[src/rtl/i2s_mic_rx_pkg.sv]
// Shared defaults and types for the I2S microphone receiver and related audio blocks.
package i2s_mic_pkg;

  localparam int unsigned SCK_HALF_DIV_DEF = 4;
  localparam int unsigned SLOT_BITS_DEF    = 32;
  localparam int unsigned DATA_WIDTH_DEF   = 16;

  typedef logic [DATA_WIDTH_DEF-1:0] sample_t;

  // Width of a counter that must hold 0..n-1, never narrower than one bit.
  function automatic int unsigned cnt_width(input int unsigned n);
    return (n <= 2) ? 1 : $clog2(n);
  endfunction

endpackage

[src/rtl/i2s_mic_rx_ws_edge_detect.sv]
// Registers a 1-bit level and emits one-cycle rise/fall pulses in the cycle after it changes.
// Latency: pulse is combinational from the input against its one-cycle-old copy; no backpressure.
module ws_edge_detect (
  input  logic clk_i,
  input  logic rst_n_i,
  input  logic sig_i,
  output logic rise_o,
  output logic fall_o
);

  logic sig_q;

  always_ff @(posedge clk_i or negedge rst_n_i) begin
    if (!rst_n_i) begin
      sig_q <= 1'b0;
    end else begin
      sig_q <= sig_i;
    end
  end

  assign rise_o = sig_i & ~sig_q;
  assign fall_o = ~sig_i & sig_q;

endmodule

[src/rtl/i2s_mic_rx.sv]
// I2S master receiver: generates sck/ws from CLK and deserialises left/right samples from sd.
// Samples are published at slot end, valid in the ws_rise/ws_fall pulse cycle; no backpressure.
module i2s_mic_rx
  import i2s_mic_pkg::*;
#(
  parameter int unsigned SCK_HALF_DIV = SCK_HALF_DIV_DEF,
  parameter int unsigned SLOT_BITS    = SLOT_BITS_DEF,
  parameter int unsigned DATA_WIDTH   = DATA_WIDTH_DEF
) (
  input  logic                  CLK,
  input  logic                  RESET_N,
  input  logic                  sd,
  output logic                  sck,
  output logic                  ws,
  output logic [DATA_WIDTH-1:0] data_left,
  output logic [DATA_WIDTH-1:0] data_right,
  output logic                  ws_rise,
  output logic                  ws_fall,
  output logic                  irq
);

  localparam int unsigned DIV_W = cnt_width(SCK_HALF_DIV);
  localparam int unsigned BIT_W = cnt_width(SLOT_BITS);

  localparam logic [DIV_W-1:0] DIV_LAST  = DIV_W'(SCK_HALF_DIV - 1);
  localparam logic [DIV_W-1:0] DIV_ONE   = DIV_W'(1);
  localparam logic [BIT_W-1:0] SLOT_LAST = BIT_W'(SLOT_BITS - 1);
  localparam logic [BIT_W-1:0] BIT_ONE   = BIT_W'(1);
  localparam logic [BIT_W-1:0] MSB_POS   = BIT_W'(1);
  localparam logic [BIT_W-1:0] LSB_POS   = BIT_W'(DATA_WIDTH);

  logic [DIV_W-1:0]      div_cnt_q, div_cnt_d;
  logic                  sck_q, sck_d;
  logic [BIT_W-1:0]      bit_cnt_q, bit_cnt_d;
  logic                  ws_q, ws_d;
  logic                  sd_q;
  logic [DATA_WIDTH-1:0] shift_q, shift_d;
  logic [DATA_WIDTH-1:0] left_q, left_d;
  logic [DATA_WIDTH-1:0] right_q, right_d;
  logic [DATA_WIDTH-1:0] shift_in;

  logic div_term;
  logic rise_stb;
  logic fall_stb;
  logic slot_end;
  logic in_data_window;

  generate
    if (DATA_WIDTH == 1) begin : g_shift_1b
      assign shift_in = sd_q;
    end else begin : g_shift_nb
      assign shift_in = {shift_q[DATA_WIDTH-2:0], sd_q};
    end
  endgenerate

  always_comb begin
    div_term       = (div_cnt_q == DIV_LAST);
    rise_stb       = div_term & ~sck_q;
    fall_stb       = div_term &  sck_q;
    slot_end       = fall_stb & (bit_cnt_q == SLOT_LAST);
    in_data_window = (bit_cnt_q >= MSB_POS) && (bit_cnt_q <= LSB_POS);

    div_cnt_d = div_term ? '0 : div_cnt_q + DIV_ONE;
    sck_d     = sck_q ^ div_term;

    bit_cnt_d = bit_cnt_q;
    ws_d      = ws_q;
    if (fall_stb) begin
      if (bit_cnt_q == SLOT_LAST) begin
        bit_cnt_d = '0;
        ws_d      = ~ws_q;
      end else begin
        bit_cnt_d = bit_cnt_q + BIT_ONE;
      end
    end

    // One-bit I2S delay: slot bit 0 is skipped, bit 1 carries the MSB.
    shift_d = shift_q;
    left_d  = left_q;
    right_d = right_q;
    if (rise_stb && in_data_window) begin
      shift_d = shift_in;
    end
    if (slot_end) begin
      if (!ws_q) begin
        left_d = shift_q;
      end else begin
        right_d = shift_q;
      end
      shift_d = '0;
    end
  end

  always_ff @(posedge CLK or negedge RESET_N) begin
    if (!RESET_N) begin
      div_cnt_q <= '0;
      sck_q     <= 1'b0;
      bit_cnt_q <= '0;
      ws_q      <= 1'b0;
      sd_q      <= 1'b0;
      shift_q   <= '0;
      left_q    <= '0;
      right_q   <= '0;
    end else begin
      div_cnt_q <= div_cnt_d;
      sck_q     <= sck_d;
      bit_cnt_q <= bit_cnt_d;
      ws_q      <= ws_d;
      sd_q      <= sd;
      shift_q   <= shift_d;
      left_q    <= left_d;
      right_q   <= right_d;
    end
  end

  ws_edge_detect u_ws_edge (
    .clk_i   (CLK),
    .rst_n_i (RESET_N),
    .sig_i   (ws_q),
    .rise_o  (ws_rise),
    .fall_o  (ws_fall)
  );

  assign sck        = sck_q;
  assign ws         = ws_q;
  assign data_left  = left_q;
  assign data_right = right_q;
  assign irq        = ws_rise | ws_fall;

endmodule

[config.mk]
export PLATFORM = sky130hd
export DESIGN_NAME = i2s_mic_rx
export DESIGN_NICKNAME = d
export VERILOG_FILES = /design/src/rtl/i2s_mic_rx_pkg.sv /design/src/rtl/i2s_mic_rx_ws_edge_detect.sv /design/src/rtl/i2s_mic_rx.sv
export SDC_FILE = /design/constraint.sdc
export NUM_CORES = 1
export LEC_CHECK = 0
export CAP_MARGIN = 20
export CORE_MARGIN = 4
export CORE_UTILIZATION = 35
export CTS_CLUSTER_DIAMETER = 100
export DETAILED_ROUTE_END_ITERATION = 10
export GPL_ROUTABILITY_DRIVEN = 0
export GPL_TIMING_DRIVEN = 0
export HOLD_SLACK_MARGIN = 0.05
export MAX_ROUTING_LAYER = met4
export PLACE_DENSITY = 0.66
export SLEW_MARGIN = 0
export SYNTH_ARGS = -nofsm -noshare
export SYNTH_HDL_FRONTEND = slang
export SYNTH_SLANG_ARGS = --single-unit
[constraint.sdc]
create_clock -name CLK -period 2.7 [get_ports CLK]
set_input_delay 0.54 -clock CLK [delete_from_list [all_inputs] [get_ports CLK]]
set_output_delay 0.54 -clock CLK [all_outputs]
set_load 0.01 [all_outputs]
# == Word level (Yosys, flattened, before mapping) ==
# Index checks and enable logic that the tools add are counted.
# word_totals
inputBits,3
output_inout_bits,37
register_bits,59
# op_classes
reduce_logical,6
n_eq_ne,2
n_bitwise,10
muxes,4
order_cmp,2
n_addsub,2
# op_table
operator,count
two-way mux 16 bit,2
AND reduction 2 bit,3
"adder 5 x 1 -> 5 bit, second input constant",1
bitwise AND 1 bit,5
"equality test 5 bit, second input constant",1
">= comparator 5 x 1 -> 1 bit, second input constant",1
"less-or-equal comparator 5 bit, second input constant",1
two-way mux 5 bit,1
NOT 1 bit,3
"adder 2 x 1 -> 2 bit, second input constant",1
"equality test 2 bit, second input constant",1
logical AND 1 bit,2
two-way mux 2 bit,1
nonzero test 2 bit,1
bitwise OR 1 bit,1
bitwise XOR 1 bit,1

# == Depth between registers and ports, before layout ==
# Gate-level depths: netlist of the first run.
# depth
depth_word,5
depth_mapped,8
mapped_depth_nobuf,6

# == Cells and area by module ==
# Synthesis of the first run repeated with hierarchy kept, for this count alone.
# hier_totals
cells_unflattened,172
area_unflattened_um2,2432.3
# by_module_without_submodules
module,cells_each,area_each_um2,n_inst,seq_area_each_um2
i2s_mic_rx,169,2392.3,1,1451.4
ws_edge_detect,3,40.0,1,25.0

# == Worst setup path after synthesis of the first run ==
# OpenSTA, ideal clock, no wires.
# synth_path
path_kind,flip-flop to flip-flop
from,reg bit_cnt_q[0]
to,"reg left_q[10], in the netlist data_left[10]"
path_slack_ps,755
t_arrival_ps,1820
setup_time_ps,125
path_stages_with_launch,8
path_cell_list,dfrtp_1 > ha_1 > and3_1 > ha_1 > buf_2 > nand3_2 > buf_2 > mux2_2
# synth_between
elab_chain_cells,3
# synth_rtl
element,line_no,text
"start, declared",i2s_mic_rx.sv:34,"logic [BIT_W-1:0] bit_cnt_q, bit_cnt_d;"
"start signal, assigned",i2s_mic_rx.sv:107,bit_cnt_q <= bit_cnt_d;
equality test 5 bit,i2s_mic_rx.sv:60,slot_end = fall_stb & (bit_cnt_q == SLOT_LAST);
bitwise AND 1 bit,i2s_mic_rx.sv:60,
AND reduction 2 bit (no line),--,
"end signal, assigned",i2s_mic_rx.sv:111,left_q <= left_d;
"end, declared",i2s_mic_rx.sv:38,"logic [DATA_WIDTH-1:0] left_q, left_d;"
# Every way passes these cells.
# A chain may end at the register's enable or synchronous reset.

# == Worst setup path in the final report of the first run ==
# layout_path
from,"reg ws_q, in the netlist ws"
to,out irq
# layout_between
elab_chain_cells,3
word_cells_on_any_way,4
# layout_rtl
element,line_no,text
"start, declared",i2s_mic_rx.sv:35,"logic ws_q, ws_d;"
"start signal, assigned",i2s_mic_rx.sv:108,ws_q <= ws_d;
NOT 1 bit,i2s_mic_rx_ws_edge_detect.sv:22,assign fall_o = ~sig_i & sig_q;
bitwise AND 1 bit,i2s_mic_rx_ws_edge_detect.sv:22,
bitwise OR 1 bit *,i2s_mic_rx.sv:128,assign irq = ws_rise | ws_fall;
"end, declared",i2s_mic_rx.sv:19,output logic irq
# Every way passes the cells marked *; elsewhere a longest branch is shown, timed or not.

==> impl_metrics.yaml, run 1 <==
grt:
  vias_in_the_first_global_route: 1517
  grt_pass1_wl_um: 7400
  pin_count_of_the_biggest_net_entering_global_routing: 40
  grt_use_total_pct: 11.7
  number_of_antenna_violations_at_the_first_check_in_global_routing: 0
  grt_remaining_overflow: 0
route:
  firstDrtPassIters: 4
  drt_drc_violations_left: 0
  drt-vias-per-instance: 4.50
  ant_nets: 0
  wl_per_cell_um: 13.2
  vias: 1457
  drt_iter0_markers: 76
  finalWirelength_um: 4280
sta:
  fin_worst_skew_ps: 4.59
  grt_setup_unrepaired: "no"
  final_critical_period_ps: 2290
  hold_ws_ps: 165
  timing.final.setup_violations: 0
  maxClockFrequency_mhz: 437
  final.setup.worst_slack_ps: 412
  tightestPinTransition_ps: 487
  hold_viol: 0
  fin_crit_sh_pct: 84.7
  number_of_pins_with_negative_max_slew_slack_in_the_final_report: 0
  worst_slew_margin_rel_pct: 67.5
cells_and_area:
  instances_no_fill: 324
  drive_gt1_share_pct: 25.4
  area.growth.synth_to_final_pct: 29.8
  insertedDiodeCount: 0
  fin_nets: 237
  fill_cells: 631
clock_tree:
  cts_root_buffer: "sky130_fd_sc_hd__clkbuf_8"
  cts.hold.buffers_added: 0
  cts_buffer_depth: 2
  post_cts_buffers: 0
  clock_insertion_delay_worst_skew_ps: 330
  cts.clk_slew.worst_paths_ps: 60
  post_cts_resized: 0
  htree_levels: 3
  cts_num_sinks: 59
  cts_tree: "done"
  cts_made_buffers: 9
hold_path:
  hold_path.class: "primary input to asynchronous set/reset pin"
placed_design:
  dp_cells: 310
  dpl.hpwl_um: 2910
  numPortBuffers: 39
  dp_slack_ps: 456
synth:
  synth_sequential_area_ratio_pct: 60.6
  synthesis.nets: 186
  syn-mean-instance-area_um2: 14.0
  synth.cell_area_um2: 2440
  ys.warnings.count: 0
  post_synth_cell_types: 22
  synth_cells: 174
  synth.ff_latch_count: 59
floorplanning:
  floorplan.core_area_um2: 6790
  core.rowCount: 30
  chip_width_um: 91.4
  floorplan.die_area_um2: 8360
  initial_utilization_pct: 35.9
  die_height_um: 91.4
  ioPinCount: 40
critical_path:
  crit_path_max_incr_delay_ps: 520
  start_kind: "flip-flop"
  critPathKind: "flip-flop to output pin"
  path_cells: "inv_1 -> ha_1 -> inv_1 -> clkdlybuf4s50_1"
  critPathMostFrequentCell: "sky130_fd_sc_hd__inv_1"
  end_kind: "output pin"
  critical_path_required_ps: 2160
  worst_ep_arrival_time_ps: 1750
  critical_path.max_fanout: 6
  critPathSlowestCell: "sky130_fd_sc_hd__clkdlybuf4s50_1"
pwr:
  cellLeakagePower_nw: 1.49
  vdd_ir_drop_max_v: 0.000372
  power_mw: 1.73
  cellPowerDensity_nw_per_um2: 546
run:
  maxCapViolations: 0
outcome:
  run_status: "finished, final reports clean"
==> path summary, 6_finish.rpt <==
path | start | endpoint | slack [ps] | cells after the start
min in group CLK | div_cnt_q[0]$_DFF_PN0_ | div_cnt_q[0]$_DFF_PN0_ | 440 | 1
hold reg to reg | div_cnt_q[0]$_DFF_PN0_ | div_cnt_q[0]$_DFF_PN0_ | 440 | 1
setup reg to reg | bit_cnt_q[0]$_DFFE_PN0P_ | data_left[10]$_DFFE_PN0P_ | 480 | 7
max in group asynchronous | RESET_N | data_right[5]$_DFFE_PN0P_ | 1970 | 2
hold / removal | RESET_N | data_left[11]$_DFFE_PN0P_ | 160 | 1
setup / recovery | ws$_DFFE_PN0P_ | irq | 410 | 4
==> power breakdown <==
group	total, mW	internal [mW]	switching, mW
logic	0.0270	0.00692	0.0201
clock network	0.808	0.490	0.319
registers	0.892	0.889	0.00320
==> per-stage QoR <==
step,util (%),TNS [ps],instance area [um^2]
3_3_place_gp,43.4,-45780,2950
5_1_grt,46.5,0,3160
3_5_place_dp,43.6,0,2960
4_1_cts,46.5,0,3160
2_1_floorplan,-,0,2440
6_report,46.5,0,3160
==> state kept, by name (all words and copies together) (netlist names) <==
name	cells
sck	1
div_cnt_q	2
bit_cnt_q	5
data_right	16
ws	1
data_left	16
shift_q	16
u_ws_edge.sig_q	1
sd_q	1
==> routing by layer <==
metal  GRT usage [%]  wire length (um)  vias up  part of all wire (%)
li1                -                 -      688                     -
met1            14.6              2060      726                    48
met2            17.2              1970       33                    46
met3            3.73               146       10                   3.4
met4            5.65                95        0                   2.2
met5               -                 0        -                     0
==> cell usage after synthesis, drive strengths merged <==
library cell	count	area, um^2
mux2	32	360
nor4	1	21.3
a21oi	1	16.3
o31ai	1	7.51
inv	9	33.8
ha	9	113
nand3	3	25.0
and3	1	6.26
nor3b	1	12.5
mux2i	17	170
o21ai	6	33.8
buf	6	47.6
nand2b	2	12.5
a31oi	1	6.26
nor2	2	7.51
dfrtp	59	1480
nand2	23	86.3
==> logic make-up (layout without fill, tap and decap cells) <==
group	Yosys count	count (layout)	synth area share (%)
buf+inv	15	69	3.34
flops	59	59	60.6
compound gates	9	9	2.62
mux	49	49	21.8
simple gates	33	33	7.04
fa+ha+maj	9	9	4.62
==> worst max-delay path, delay by kind of cell, from the launching register on <==
family	cells	cell delay [ps]
buffers and inverters	3	670
adders and majority gates	1	290
DFF	1	450
==> final cells by class <==
class	instances	area [um^2]	share of cell area, %
Multi-Input combinational cell	100	878	27.8
Clock buffer	12	165	5.22
Sequential cell	59	1480	46.7
Timing Repair Buffer	40	405	12.8
Clock inverter	2	35.0	1.11
Buffer	6	47.5	1.50
Tap cell	96	120	3.80
Inverter	9	33.8	1.07
==> cell usage in the layout, fill, tap and decap left out, types with 5 or more instances in the layout <==
cell and n:
sky130_fd_sc_hd__dfrtp_1 59, sky130_fd_sc_hd__clkdlybuf4s50_1 38, sky130_fd_sc_hd__mux2_2 30, sky130_fd_sc_hd__nand2_1 23
sky130_fd_sc_hd__mux2i_1 17, sky130_fd_sc_hd__clkbuf_8 12, sky130_fd_sc_hd__inv_1 9, sky130_fd_sc_hd__ha_1 9
sky130_fd_sc_hd__buf_2 5, sky130_fd_sc_hd__o21ai_0 5
Power figures use the tool's default switching activity.
==> inputs of run 2 (changes only) <==
--- a/config.mk
+++ b/config.mk
@@ -14,7 +14,7 @@
 export GPL_TIMING_DRIVEN = 0
 export HOLD_SLACK_MARGIN = 0.05
 export MAX_ROUTING_LAYER = met4
-export PLACE_DENSITY = 0.66
+export PLACE_DENSITY = 0.68
 export SLEW_MARGIN = 0
 export SYNTH_ARGS = -nofsm -noshare
 export SYNTH_HDL_FRONTEND = slang
==> constraint.sdc (replaced) <==
create_clock -name CLK -period 2 [get_ports CLK]
set_input_delay 0.4 -clock CLK [delete_from_list [all_inputs] [get_ports CLK]]
set_output_delay 0.4 -clock CLK [all_outputs]
set_load 0.01 [all_outputs]
==> run 2 against run 1 <==
Effect of this change: clock power grew 9.9%; power grew 23%; sequential power grew 36%; critical path depth shrank 1; clock skew shrank 1.1 ps; via count grew 5.3%; routed wire length grew 3.9%; clock-buffer cell count is the same; design area grew 4.5%; first-iteration DRC count shrank 30%; sequential cell count is the same; largest cell class unchanged.
==> impl_metrics.yaml, run 2 (synthesized netlist as in run 1, its figures left out) <==
grt:
  grt_pass1_wl_um: 7420
  grt_use_total_pct: 11.8
  vias_in_the_first_global_route: 1554
  pin_count_of_the_biggest_net_entering_global_routing: 39
  number_of_antenna_violations_at_the_first_check_in_global_routing: 0
  grt_remaining_overflow: 0
sta:
  maxClockFrequency_mhz: 514
  hold_viol: 0
  number_of_pins_with_negative_max_slew_slack_in_the_final_report: 0
  timing.final.setup_violations: 0
  fin_worst_skew_ps: 3.54
  worst_slew_margin_rel_pct: 66.1
  total_negative_setup_slacks_ps: 0
  final_critical_period_ps: 1950
  tightestPinTransition_ps: 508
  fin_crit_sh_pct: 97.3
  final.setup.worst_slack_ps: 53.5
floorplanning:
  ioPinCount: 40
  initial_utilization_pct: 35.9
  core.rowCount: 30
  die_height_um: 91.4
  floorplan.die_area_um2: 8360
  chip_width_um: 91.4
  floorplan.core_area_um2: 6790
critical_path:
  reg2regPathDepth: 7
  path_cells: "buf_4 -> ha_1 -> clkdlybuf4s50_1"
  cp_num_cells: 3
  critical_path.endpoint: "ws_rise"
  critical_path_required_ps: 1600
  worst_ep_arrival_time_ps: 1550
  r2r-end: "data_right[8]$_DFFE_PN0P_"
  start_kind: "flip-flop"
  worst-path-buf-inv: 2
  crit_path_max_incr_delay_ps: 470
  critPathSlowestCell: "sky130_fd_sc_hd__clkdlybuf4s50_1"
  r2r_start: "bit_cnt_q[0]$_DFFE_PN0P_"
  critical_path.max_fanout: 5
  worst-r2r-setup-slack_ps: 80
  end_kind: "output pin"
  critical_path.top_delay_family: "buffers and inverters"
  critPathKind: "flip-flop to output pin"
  worst_setup_path_startpoint: "ws$_DFFE_PN0P_"
clock_tree:
  cts_root_buffer: "sky130_fd_sc_hd__clkbuf_8"
  cts.clk_slew.worst_paths_ps: 60
  cts_buffer_depth: 2
  cts_made_buffers: 9
  cts_tree: "done"
  htree_levels: 3
  cts_num_sinks: 59
  clock_insertion_delay_worst_skew_ps: 330
outcome:
  run_status: "finished, final reports clean"
route:
  vias: 1534
  finalWirelength_um: 4440
  drt_iter0_markers: 53
  drt-vias-per-instance: 4.54
  ant_nets: 0
  firstDrtPassIters: 4
  drt_drc_violations_left: 0
  wl_per_cell_um: 13.1
cells_and_area:
  drive_gt1_share_pct: 31.4
  layout_commonest_cell: "sky130_fd_sc_hd__dfrtp_1"
  instances_no_fill: 338
  fin_nets: 253
  commonest_cells_after_routing_fill_and_taps_aside: "sky130_fd_sc_hd__dfrtp_1, sky130_fd_sc_hd__clkdlybuf4s50_1, sky130_fd_sc_hd__mux2_2"
  insertedDiodeCount: 0
  area.growth.synth_to_final_pct: 35.6
placed_design:
  dp_slack_ps: -223
  dp_cells: 310
  numPortBuffers: 39
  dpl.hpwl_um: 2910
run:
  maxCapViolations: 0
pwr:
  vdd_ir_drop_max_v: 0.000448
  cellPowerDensity_nw_per_um2: 645
  cellLeakagePower_nw: 1.56
hold_path:
  hold_path.class: "flip-flop to flip-flop"
run 2: layer usage:
metal  track usage, %  vias up  share of wire (%)
li1                 -      731                  -
met1             14.9      750                 47
met2             16.9       47                 45
met3             4.81        6                6.2
met4             4.90        0                1.7
met5                -        -                  0
run 2: area by class of cell:
cell class	instances	area (um^2)
fill	604	3490
sequential	59	1480
multi-input combinational	100	898
timing repair buffer	56	544
clock buffer	12	155
tap	96	120
buffer	6	72.6
inverter	9	33.8
run 2: where the power goes:
part / switching, mW / internal [mW] / total (mW)
combinational: 0.0272 / 0.0106 / 0.0378
clock: 0.399 / 0.489 / 0.888
sequential: 0.00478 / 1.20 / 1.21
run 2: worst min-delay path by stage:
stage / from / end / slack (ps) / depth (start not counted)
2_1_floorplan: RESET_N / bit_cnt_q[0]$_DFFE_PN0P_ / 100 / 0
3_3_place_gp: div_cnt_q[0]$_DFF_PN0_ / div_cnt_q[0]$_DFF_PN0_ / 420 / 1
3_5_place_dp: RESET_N / data_right[12]$_DFFE_PN0P_ / 400 / 1
4_1_cts: div_cnt_q[0]$_DFF_PN0_ / div_cnt_q[0]$_DFF_PN0_ / 440 / 1
5_1_grt: div_cnt_q[0]$_DFF_PN0_ / div_cnt_q[0]$_DFF_PN0_ / 470 / 1
6_report: div_cnt_q[0]$_DFF_PN0_ / div_cnt_q[0]$_DFF_PN0_ / 440 / 1
run 2: through the flow:
step / hold slack (ps) / instance area [um^2] / util (%) / total power, mW
after global placement: 420 / 2950 / 43.4 / 1.26
after floorplan: 104 / 2440 / - / 1.23
after global routing: 474 / 3300 / 48.6 / 2.23
final: 441 / 3300 / 48.6 / 2.13
after detailed placement: 404 / 2960 / 43.6 / 1.27
after CTS: 439 / 3170 / 46.6 / 2.18
run 2: what timing repair did:
action                                 4_1_cts  5_1_grt
setup endpoints to repair                   30       28
buffers inserted                             1       13
gates cloned                                 0        1
hold buffers                                 1        0
gates resized for setup                     12        6
pin swaps                                    0        2
endpoints found under the hold margin       21        0
==> inputs of run 3 (changes only) <==
--- a/config.mk
+++ b/config.mk
@@ -5,7 +5,6 @@
 export SDC_FILE = /design/constraint.sdc
 export NUM_CORES = 1
 export LEC_CHECK = 0
-export CAP_MARGIN = 20
 export CORE_MARGIN = 4
 export CORE_UTILIZATION = 35
 export CTS_CLUSTER_DIAMETER = 100
==> run 3 against run 2 <==
Effect of this change: sequential cell count unchanged; via count unchanged; design area unchanged; clock skew unchanged; critical path type unchanged; largest cell class unchanged; highest routed layer unchanged.
==> impl_metrics.yaml, run 3 (synthesized netlist as in run 1, its figures left out) <==
outcome:
  run_status: "finished, final reports clean"
pwr:
  cellLeakagePower_nw: 1.56
  share_clk_of_total_power_pct: 41.7
  power_mw: 2.13
  power_report.internal_total_mw: 1.70
  cellPowerDensity_nw_per_um2: 645
  comb_power_share_pct: 1.8
  power.net_switching_mw: 0.431
  share_seq_of_total_power_pct: 56.6
  vdd_ir_drop_max_v: 0.000448
  net_switching_fraction_of_the_power_pct: 20.2
grt:
  vias_in_the_first_global_route: 1554
  grt_remaining_overflow: 0
  number_of_antenna_violations_at_the_first_check_in_global_routing: 0
  pin_count_of_the_biggest_net_entering_global_routing: 39
  grt_use_total_pct: 11.8
  grt_pass1_wl_um: 7420
floorplanning:
  core.rowCount: 30
  chip_width_um: 91.4
  die_height_um: 91.4
  floorplan.core_area_um2: 6790
  floorplan.die_area_um2: 8360
  ioPinCount: 40
  initial_utilization_pct: 35.9
route:
  met1_length_um: 2070
  drt-vias-per-instance: 4.54
  ant_nets: 0
  dr_wl_met2_um: 2020
  wl_met3_um: 277
  vias: 1534
  wl_per_cell_um: 13.1
  drt_drc_violations_left: 0
  drt_iter0_markers: 53
  finalWirelength_um: 4440
  route.top_layer_used: "met4"
  firstDrtPassIters: 4
critical_path:
  critPathKind: "flip-flop to output pin"
  path_cells: "buf_4 -> ha_1 -> clkdlybuf4s50_1"
  critical_path_required_ps: 1600
  end_kind: "output pin"
  critical_path.max_fanout: 5
  worst-path-buf-inv: 2
  worst-r2r-setup-slack_ps: 80
  critPathSlowestCell: "sky130_fd_sc_hd__clkdlybuf4s50_1"
  worst_ep_arrival_time_ps: 1550
  critical_path.top_delay_family: "buffers and inverters"
  crit_path_max_incr_delay_ps: 470
  start_kind: "flip-flop"
placed_design:
  numPortBuffers: 39
  dpl.hpwl_um: 2910
clock_tree:
  cts_root_buffer: "sky130_fd_sc_hd__clkbuf_8"
  cts_num_sinks: 59
  cts_made_buffers: 9
  cts.clk_slew.worst_paths_ps: 60
  cts_tree: "done"
  clock_insertion_delay_worst_skew_ps: 330
  cts_buffer_depth: 2
  htree_levels: 3
run:
  maxCapViolations: 0
sta:
  final_critical_period_ps: 1950
  hold_ws_ps: 441
  tightestPinTransition_ps: 508
  maxClockFrequency_mhz: 514
  number_of_pins_with_negative_max_slew_slack_in_the_final_report: 0
  hold_viol: 0
  worst_slew_margin_rel_pct: 66.1
  fin_crit_sh_pct: 97.3
  fin_worst_skew_ps: 3.54
  timing.final.setup_violations: 0
cells_and_area:
  drive_gt1_share_pct: 31.4
  area.growth.synth_to_final_pct: 35.6
  layout_commonest_cell: "sky130_fd_sc_hd__dfrtp_1"
  fin_nets: 253
  insertedDiodeCount: 0
  commonest_cells_after_routing_fill_and_taps_aside: "sky130_fd_sc_hd__dfrtp_1, sky130_fd_sc_hd__clkdlybuf4s50_1, sky130_fd_sc_hd__mux2_2"
hold_path:
  hold_path.class: "flip-flop to flip-flop"
run 3: cell counts in the layout (fill, tap and decap cells not counted):
No cell type changed its count.
run 3: worst paths after layout:
| path | to | startpoint | cells past startpoint |
|---|---|---|---|
| min in group asynchronous | shift_q[10]$_DFFE_PN0P_ | RESET_N | 2 |
| worst min register to register | div_cnt_q[0]$_DFF_PN0_ | div_cnt_q[0]$_DFF_PN0_ | 1 |
| worst min-delay path | div_cnt_q[0]$_DFF_PN0_ | div_cnt_q[0]$_DFF_PN0_ | 1 |
| worst max register to register | data_right[8]$_DFFE_PN0P_ | bit_cnt_q[0]$_DFFE_PN0P_ | 7 |
| max in group asynchronous | bit_cnt_q[1]$_DFFE_PN0P_ | RESET_N | 3 |
| worst max-delay path | ws_rise | ws$_DFFE_PN0P_ | 3 |
run 3: layer usage:
metal / vias up / global-route usage [%]
met1: 750 / 14.9
met2: 47 / 16.9
met4: 0 / 4.90
met3: 6 / 4.81
met5: - / -
li1: 731 / -
run 3: per-stage QoR:
| stage | setup WS, ps | cell area (um^2) | utilization (%) | setup TNS (ps) | instances |
|---|---|---|---|---|---|
| 2_1_floorplan | 55.3 | 2440 | - | 0 | 174 |
| 3_3_place_gp | -1330 | 2950 | 43.4 | -82230 | 309 |
| 3_5_place_dp | -223 | 2960 | 43.6 | -4160 | 310 |
| 4_1_cts | 0.281 | 3170 | 46.6 | 0 | 324 |
| 5_1_grt | -2.33 | 3300 | 48.6 | -6.57 | 338 |
| 6_report | 53.5 | 3300 | 48.6 | 0 | 338 |
run 3: what timing repair did:
action,4_1_cts,5_1_grt
hold buffers,1,0
gates cloned,0,1
endpoints found under the setup margin,30,28
endpoints found under the hold margin,21,0
pin swaps,0,2
gates resized for setup,12,6
buffers inserted,1,13
run 3: area by class of cell:
cell class | instances | area [um^2]
plain buffers | 6 | 72.6
clock buffers | 12 | 155
fillers | 604 | 3490
inverters | 9 | 33.8
multi-input cells | 100 | 898
flip-flops and latches | 59 | 1480
well taps | 96 | 120
repair buffers | 56 | 544
run 3: power by group through the flow:
stage	Clock (mW)	Combinational (mW)	Sequential [mW]
after floorplan	0	0.00589	1.22
after global placement	0	0.0345	1.23
after detailed placement	0	0.0388	1.23
after CTS	0.935	0.0402	1.20
after global routing	0.982	0.0452	1.20
final	0.888	0.0378	1.21
run 3: worst reg2reg max path, delay by kind of cell, from the launching register on:
family	cells	cell delay (ps)
buffers and inverters	2	360
multiplexers	1	320
adder cells (fa/ha/maj)	2	370
flip-flops	1	420
AND/OR/NAND/NOR	2	340
==> patch (flow settings as in run 3) <==
`shift_q` no longer has a reset.
--- a/src/rtl/i2s_mic_rx.sv
+++ b/src/rtl/i2s_mic_rx.sv
@@ -100,3 +100,2 @@
       sd_q      <= 1'b0;
-      shift_q   <= '0;
       left_q    <= '0;
@@ -109,3 +108,2 @@
       sd_q      <= sd;
-      shift_q   <= shift_d;
       left_q    <= left_d;
@@ -113,2 +111,6 @@
     end
+  end
+
+  always_ff @(posedge CLK) begin
+    shift_q <= shift_d;
   end
Function: same outputs for any inputs over 10 cycles, from zero or initial values and one cycle with RESET_N low; that may be too few to reach the edited logic, so the function may still have changed.
==> patch against run 3 <==
  * Setup slack better by 0.034 ns
  * Cell count fell by 7.4%
  * Global-route usage about the same
  * Total power grew 11%
  * Die area decreased by 3.3%
  * Largest power group unchanged
  * Design area fell by 4.4%
  * Core utilization grew 0.55 points
  * Clock skew increased by 0.0024 ns
  * Critical path depth rose by 4
  * Routed wire length decreased by 2.0%
  * Area after synthesis shrank 3.6%
  * Sequential cell count unchanged
  * Sequential share of layout area down 0.52 points
==> patch: results (changes against run 3) <==
maximum net fanout on the critical path 10 (+5); overall routing resource usage 11.8% (+0.019 points); worst voltage drop across the vdd grid 0.000296 V (-34%); layout buffering overhead excluding clock cells 16.3% (-2.4 points); placement-stage worst setup slack -0.218 ns (+0.00502 ns); post-synthesis mux area share 22.2% (+0.40 points); Max clock buf depth 2 (unchanged); length of routed met2 wiring 2.01 mm (-0.64%); met1 Usage GRT 14.3% (-0.53 points); Peak Freq 0.523 GHz (+1.8%); met1 wire length 2.02 mm (-2.5%); static leakage power 1.46 nW (-6.4%); arrival time at the worst endpoint 2.12 ns (+0.57 ns); cell type group with the largest total delay on the critical path flip-flops; number of cells after detailed placement 291 (-6.1%); multi-input logic area 900 µm² (+0.14%); global-route wire length before repair 7.22 mm (-2.7%); HPWL Detailed 2.99 mm (+2.6%); cell type of the slowest stage on the worst timing path dfrtp_2; cell types with the largest area share after synthesis dfrtp_1 46%, mux2_2 15%, dfxtp_1 14%; share of synthesized area occupied by flip-flops and latches 59.5% (-1.1 points); storage element area 1400 µm² (-5.5%); Post-synth ARST share 72.9% (-27 points); Critical Path Max Stage Delay 0.45 ns (-0.02 ns); Distinct cells, synth 24 (+9.1%); number of buffers added to fix hold violations after cts 1 (unchanged); adder-cell share of the synthesized area 4.80% (+0.17 points); fraction of met2 tracks used by global routing 17.3% (+0.43 points); area grow syn2layout 34.6%; number of signal-net inverters in the final layout 10 (+1); most numerous cell types in the synthesized netlist 43 x dfrtp_1, 32 x mux2_2, 22 x nand2_1; fraction of layout instances using a drive strength above 1 29.7% (-1.7 points); complex-gate fraction of the synthesized area 2.83% (+0.21 points); post-route insts no fill 313 (-7.4%); count of nets after finishing 243 (-4.0%); total via count in the routed design 1484 (-3.3%); area of the mapped netlist 2350 µm² (-3.6%); largest net degree at the start of global routing 30 (-23%); worst relative slew slack 74.8% (+8.6 points); Buffers excl. clock 52 (-16%); routing usage on met3 3.92% (-0.88 points); result of the run completed; multi-input logic cell count 99 (-1.0%); Inserted Diodes 0 (unchanged); fillcell total 569 (-5.8%); final-layout worst hold slack 0.434 ns (-0.00713 ns); share of total power consumed by net switching 20.3% (+0.084 points); Post-DP Area 2850 µm² (-3.8%); DRT Wirelength 4.35 mm (-2.0%); clock skew after layout 0.00591 ns (+0.00237 ns)
patch: power groups by stage:
stage	combinational (W)	sequential, W	clock, W
2_1_floorplan	0.00000577	0.00122	0
3_3_place_gp	0.0000279	0.00122	0
3_5_place_dp	0.0000326	0.00122	0
4_1_cts	0.0000343	0.00120	0.00115
5_1_grt	0.0000381	0.00120	0.00122
6_report	0.0000324	0.00120	0.00112
patch: worst paths after layout:
check | cells after the start | end | from
max | 7 | data_right[13] | bit_cnt_q[0]
min | 1 | div_cnt_q[0] | div_cnt_q[0]
max reg2reg | 7 | data_right[13] | bit_cnt_q[0]
min in group asynchronous | 2 | data_right[5] | RESET_N
max in group asynchronous | 3 | ws | RESET_N
min reg2reg | 1 | div_cnt_q[0] | div_cnt_q[0]
patch: cells by family (layout without fill, tap and decap cells):
kind of cell	after synthesis	count (layout)
DFF	59	59
muxes	48	48
and+or+nand+nor	33	33
buffers and inverters	16	78
adders and majority gates	9	9
AOI/OAI and AO/OA	9	9
